## config.mk

```make
export PLATFORM = sky130hd
export DESIGN_NAME = alu_arb
export DESIGN_NICKNAME = d
export VERILOG_FILES = /design/src/rtl/alu_arb.sv
export SDC_FILE = /design/constraint.sdc
export NUM_CORES = 1
export LEC_CHECK = 0
export ABC_CLOCK_PERIOD_IN_PS = 1440
export BUFFER_PORTS_ARGS = -buffer_cell sky130_fd_sc_hd__buf_2
export CAP_MARGIN = 20
export CORE_AREA = 2 2 233 235
export CTS_BUF_LIST = sky130_fd_sc_hd__clkbuf_4
export DETAILED_ROUTE_END_ITERATION = 10
export DIE_AREA = 0 0 235 237
export HOLD_SLACK_MARGIN = 0.02
export PLACE_DENSITY = 0.49
export SLEW_MARGIN = 20
export SYNTH_ARGS = -nofsm -noshare
export SYNTH_HDL_FRONTEND = slang
export SYNTH_SLANG_ARGS = --single-unit
```

## constraint.sdc

```tcl
create_clock -name clk -period 1.44 [get_ports clk]
set_input_delay 0.144 -clock clk [delete_from_list [all_inputs] [get_ports clk]]
set_output_delay 0.144 -clock clk [all_outputs]
set_load 0.01 [all_outputs]
```

## src/rtl/alu_arb.sv

```systemverilog
// Two-requester front end for a shared combinational ALU: grants one request at a time,
// sequences it through the ALU for one cycle and holds the result until the owner takes it.
module alu_arb #(
   parameter int unsigned RR_EN = 1
) (
   input  logic        clk,
   input  logic        rst_n,
   input  logic        req0_valid,
   output logic        req0_ready,
   input  logic [63:0] req0_a,
   input  logic [63:0] req0_b,
   input  logic [3:0]  req0_func,
   input  logic        req1_valid,
   output logic        req1_ready,
   input  logic [63:0] req1_a,
   input  logic [63:0] req1_b,
   input  logic [3:0]  req1_func,
   output logic        rsp0_valid,
   input  logic        rsp0_ready,
   output logic [63:0] rsp0_data,
   output logic        rsp0_err,
   output logic        rsp1_valid,
   input  logic        rsp1_ready,
   output logic [63:0] rsp1_data,
   output logic        rsp1_err,
   output logic [63:0] alu_a,
   output logic [63:0] alu_b,
   output logic [3:0]  alu_func,
   input  logic [63:0] alu_out
);

   typedef enum logic [1:0] {IDLE, EXEC, RESP} state_t;

   state_t      state;
   logic        ptr;
   logic        owner;
   logic [63:0] a_q;
   logic [63:0] b_q;
   logic [3:0]  func_q;
   logic [63:0] res_q;
   logic        err_q;

   logic        grant;
   logic        accept;
   logic        func_ok;
   logic        owner_ready;

   always_comb begin
      func_ok = 1'b0;
      unique case (func_q)
         4'b0000, 4'b1000, 4'b0001, 4'b0010, 4'b0011, 4'b0100,
         4'b0101, 4'b1101, 4'b0110, 4'b0111, 4'b1110: func_ok = 1'b1;
         default: func_ok = 1'b0;
      endcase
   end

   always_comb begin
      grant = req1_valid;
      if (req0_valid && req1_valid) begin
         grant = (RR_EN != 0) ? ptr : 1'b0;
      end
   end

   // ready is gated by rst_n so it reads 0 while reset is held, even with valid high
   assign accept      = (state == IDLE) && (req0_valid || req1_valid);
   assign req0_ready  = rst_n && accept && !grant;
   assign req1_ready  = rst_n && accept && grant;
   assign owner_ready = owner ? rsp1_ready : rsp0_ready;

   always_ff @(posedge clk or negedge rst_n) begin
      if (!rst_n) begin
         state  <= IDLE;
         ptr    <= 1'b0;
         owner  <= 1'b0;
         a_q    <= '0;
         b_q    <= '0;
         func_q <= '0;
         res_q  <= '0;
         err_q  <= 1'b0;
      end else begin
         unique case (state)
            IDLE: begin
               if (accept) begin
                  a_q    <= grant ? req1_a : req0_a;
                  b_q    <= grant ? req1_b : req0_b;
                  func_q <= grant ? req1_func : req0_func;
                  owner  <= grant;
                  if (RR_EN != 0) begin
                     ptr <= !grant;
                  end
                  state  <= EXEC;
               end
            end
            EXEC: begin
               res_q <= func_ok ? alu_out : '0;
               err_q <= !func_ok;
               state <= RESP;
            end
            RESP: begin
               if (owner_ready) begin
                  state <= IDLE;
               end
            end
            default: state <= IDLE;
         endcase
      end
   end

   assign alu_a    = (state == EXEC) ? a_q : '0;
   assign alu_b    = (state == EXEC) ? b_q : '0;
   assign alu_func = (state == EXEC) ? func_q : 4'b0000;

   assign rsp0_valid = (state == RESP) && !owner;
   assign rsp1_valid = (state == RESP) && owner;
   assign rsp0_data  = rsp0_valid ? res_q : '0;
   assign rsp1_data  = rsp1_valid ? res_q : '0;
   assign rsp0_err   = rsp0_valid && err_q;
   assign rsp1_err   = rsp1_valid && err_q;

endmodule

```

# Yosys cells after proc, flatten, opt, wreduce, memory -nomap -nowiden
# Memories as Yosys holds them, arrays and structs flattened.
# Index checks and enable logic that the tools add are counted.
[totals]
ff_bits = 201
input_bits = 334
rom_bits = 16
out_inout_bits = 266
word_cells = 43
memories = 1
[op_classes]
muxes = 14
n_reduce_logical = 16
n_eq_ne = 4
[mem_list]
columns = ["memory", "depth", "width", "read_ports", "rd_ports_with_merged_regs", "write_ports", "line", "text"]
rows = [
  ["(no name shown)", 16, 1, 1, 0, 0, "50", "unique case (func_q)"],
]
[op_table]
columns = ["op", "count"]
rows = [
  ["$mux 64", 7],
  ["$logic_and 1x1->1", 9],
  ["$mux 4", 2],
  ["$pmux 2 s3", 1],
  ["$mux 2", 2],
  ["$ne 2x2->1 const B", 2],
  ["$reduce_and 2->1", 2],
  ["$logic_not 1->1", 3],
  ["$eq 2x1->1 const B", 1],
  ["$eq 2x2->1 const B", 1],
  ["$logic_not 2->1", 1],
  ["$mux 1", 2],
  ["$logic_or 1x1->1", 1],
]

# Logic depth before layout (Yosys ltp)
[depth]
ltp_word = 4
mapped_depth = 6
ltp_nobuf = 5

# Worst setup path after synthesis
# Ideal clock, no wire load.
[synth_timing]
path_type = "reg-to-reg"
from = "register state[0]"
to = "register a_q[0]"
required_ns = 1.314
setup_ns = 0.126
arrival_ns = 1.377
path_buffers = 2
stages_incl_launch_ff = 6
setup_slack_ns = -0.063
cell_sequence = "dfrtp_1 -> nor2_4 -> o21ai_2 -> buf_2 -> clkbuf_1 -> a221o_1"
[synth_via]
elab_chain_cells = 3
[synth_rtl]
columns = ["element", "line", "text"]
rows = [
  ["start, declared", "34", "state_t state;"],
  ["start signal, assigned", "72", "state <= IDLE;"],
  ["start signal, assigned", "91", "state <= EXEC;"],
  ["start signal, assigned", "97", "state <= RESP;"],
  ["$logic_not 2->1 (*)", "65, 81", ""],
  ["$logic_and 1x1->1", "65", "assign accept = (state == IDLE) && (req0_valid || req1_valid);"],
  ["$reduce_and 2->1 (no source line) (*)", "-", ""],
  ["end signal, assigned", "84", "a_q <= grant ? req1_a : req0_a;"],
  ["end, declared", "37", "logic [63:0] a_q;"],
]
# Mark *: on every way between the ends. The rest lies on a longest branch, timed or not.
# A chain may end at the register's enable or synchronous reset.

# Worst setup path after layout
[layout_timing]
from = "register state[0]"
to = "output port alu_b[28]"
[layout_via]
elab_chain_cells = 2
[layout_rtl]
columns = ["element", "line", "text"]
rows = [
  ["$eq 2x1->1", "110", "assign alu_b = (state == EXEC) ? b_q : '0;"],
  ["$mux 64", "110", ""],
  ["end, declared", "27", "output logic [63:0] alu_b,"],
]
# Every way passes these cells.

==> flow_summary.yaml <==
sta:
  fin_ws_ps: -898
  fin_worst_skew_ps: 76.2
  relSlewSlack_pct: 52.1
  maxSlewViolCount: 0
  setup_tns_ps: -284920
  finalCritPeriodShare_pct: 162
  hold_viol_final: 0
  rsz0062_at_grt: "yes"
  period_minus_slack_ps: 2340
  worst_pin_slew_ps: 716
  setup_viol: 465
  fmax_mhz: 428
finish:
  utilization_pct: 39.7
  num-fill-cells: 5002
  final_common_cell: "buf_2"
  finalNetCount: 2300
  drive_above_1_share_pct: 48.9
  layout_common_cells: "buf_2 (472), dlygate4sd3_1 (340), dfrtp_1 (201), buf_6 (159), and2_1 (134)"
  syn2layout_area_growth_pct: 111
  final_area_um2: 21100
floorplan:
  rows: 85
  die_area_um2: 55700
  die_width_um: 235
  fp.dieH_um: 237
  ios: 600
  initial_utilization_pct: 18.8
  core_um2: 53300
clocking:
  cts_max_level: 2
  clkLatencyLatePin_ps: 780
  cts.sinks: 201
  numCtsBuffers: 56
  cts_buffer_depth: 3
  path_clk_slew_ps: 70
  cts_tree: "yes"
  root_buffer: "clkbuf_4"
critical_path:
  timing.rr.end: "b_q[13]$_DFFE_PN0P_"
  crit_required_ps: 1300
  crit_path_max_fanout: 8
  reg2regPathDepth: 7
  r2r_setup_slack_ps: -490
  r2r_start: "state[0]$_DFFE_PN0P_"
  critPathLaunchType: "flop"
  worstSetupEndpointType: "output pin"
  crit_arrival_ps: 2190
  critPathKind: "reg2out"
routing:
  ant_nets: 0
  drt-vias-per-instance: 4.66
  drc: 0
  routedWlPerCell_um: 21.3
  wl_mm: 57.6
  vias: 12600
  first_iter_violations: 699
  dr.pass1.iters: 5
placed_design:
  dpl.hpwl_mm: 30.9
  gp_routability_congestion: 0.824
  post-place-ws_ps: -194
  place_area_um2: 14200
  placement.io_buffers: 599
run_status:
  status: "finished with violations"
  failed_checks: "negative setup slack"
yosys:
  yosysSeqAreaShare_pct: 50.3
  synth-edff-count: 0
  ys_ff_latch: 201
  syn_area_per_cell_um2: 10.9
  ys_warn_count: 0
  synth_top_area_cell: "dfrtp_1"
  synth.distinct_cells: 24
  synth_fp_nets: 1251
  synth.top_cell.area_share_pct: 50.3
  synth_area_um2: 10000
  synth_area_leaders: "dfrtp_1 (50%), and2_1 (16%), a221o_1 (13%), and3_1 (8.3%), a22o_1 (5.7%)"
  netlist_instances: 916
  async_flop_share_pct: 100
  synth-main-ff-cell: "dfrtp_1"
global_route:
  grt_pass1_wl_mm: 70.4
  grt_antenna_before_repair: 5
  grt_pass1_vias: 12400
  grt_max_degree: 85
  track_usage_pct: 16.1
  grt-ovfl-total: 0
power:
  power_density_nw_per_um2: 1820
  power.leakage_nw: 10.9
  ir_drop_v: 0.000838
  finalPower_mw: 38.5
hold_path:
  hold_path_class: "in2reg"
  hold_path_end: "res_q[1]$_DFFE_PN0N_"
  hold_path_startpoint: "alu_out[1]"
  hold_depth: 3
flow_run:
  max-cap-violations: 0
[what timing repair did]
item	4_1_cts	5_1_grt
setup buffers	7	29
cloned	3	52
hold buffers	340	0
setup endpoints to repair	461	464
gates resized for setup	21	329
pin swaps	3	58
endpoints found under the hold margin	401	0
[routing by layer]
layer / global-route usage, % / part of all wire [%] / vias to the layer above
li1: - / - / 5517
met1: 18.8 / 38 / 6085
met2: 27.0 / 49 / 797
met3: 4.29 / 7.3 / 212
met4: 8.61 / 5.8 / 2
met5: 0 / 0.023 / -
[metrics by stage]
stage,hold slack (ps),instances
floorplan,-152,916
global placement,177,2174
detailed placement,174,2174
CTS,21.3,2621
global route,75.6,2703
finish,136,2704
[Yosys cell counts (2+ instances only)]
cell / number
nor2_1: 4
clkbuf_1: 72
buf_2: 19
a221o_1: 132
nand2b_1: 3
dfrtp_1: 201
inv_1: 4
and3_1: 133
buf_6: 8
and2_1: 261
a22o_1: 65
nand2_1: 2
[layout make-up]
cell class / instances / area, um^2 / area share, %
Inverter: 4 / 15.0 / 0.0710
Timing Repair Buffer: 1087 / 9580 / 45.3
Clock inverter: 16 / 61.3 / 0.290
Sequential cell: 201 / 5030 / 23.8
Clock buffer: 82 / 616 / 2.91
Tap cell: 696 / 871 / 4.12
Antenna cell: 3 / 7.51 / 0.0355
Multi-Input combinational cell: 615 / 4970 / 23.5
[cells by family (layout without fill, tap and decap cells)]
| kind of cell | count (synthesis) | after routing | synth area share (%) |
|---|---|---|---|
| AND/OR/NAND/NOR | 407 | 407 | 25.4 |
| buffers and inverters | 103 | 1189 | 4.70 |
| adder cells (fa/ha/maj) | 1 | 1 | 0.125 |
| AO/OA/AOI/OAI | 202 | 205 | 19.3 |
| other | 0 | 3 | 0 |
| flip-flops | 201 | 201 | 50.3 |
| multiplexers | 2 | 2 | 0.213 |
[sequential cells by signal, indices dropped and copies added (netlist names)]
signal	count
ptr	1
b_q	64
res_q	64
owner	1
a_q	64
err_q	1
func_q	4
state	2
[worst max-delay path by stage]
stage	start	to	slack (ps)	depth (start not counted)
CTS	state[0]$_DFFE_PN0P_	alu_a[27]	-1080	7
finish	state[0]$_DFFE_PN0P_	alu_b[28]	-900	7
detailed placement	state[0]$_DFFE_PN0P_	alu_b[41]	-190	6
global route	state[1]$_DFFE_PN0P_	alu_b[55]	-1020	7
global placement	state[0]$_DFFE_PN0P_	alu_b[41]	-210	6
floorplan	state[1]$_DFFE_PN0P_	req1_ready	-20	6
[critical path: stages, from the launching register on]
cell and delay (ps):
dfrtp_1 410, buf_6 130, nor2b_4 130, buf_4 130, buf_12 140, buf_16 160
and2_1 160, buf_2 140
[where the power goes]
group	switching, mW	leakage, nW	internal [mW]
Sequential	2.10	2.50	8.37
Clock	2.60	0.410	2.58
Combinational	9.99	7.94	12.8
Total	14.7	10.9	23.8
Power figures use the tool's default switching activity.
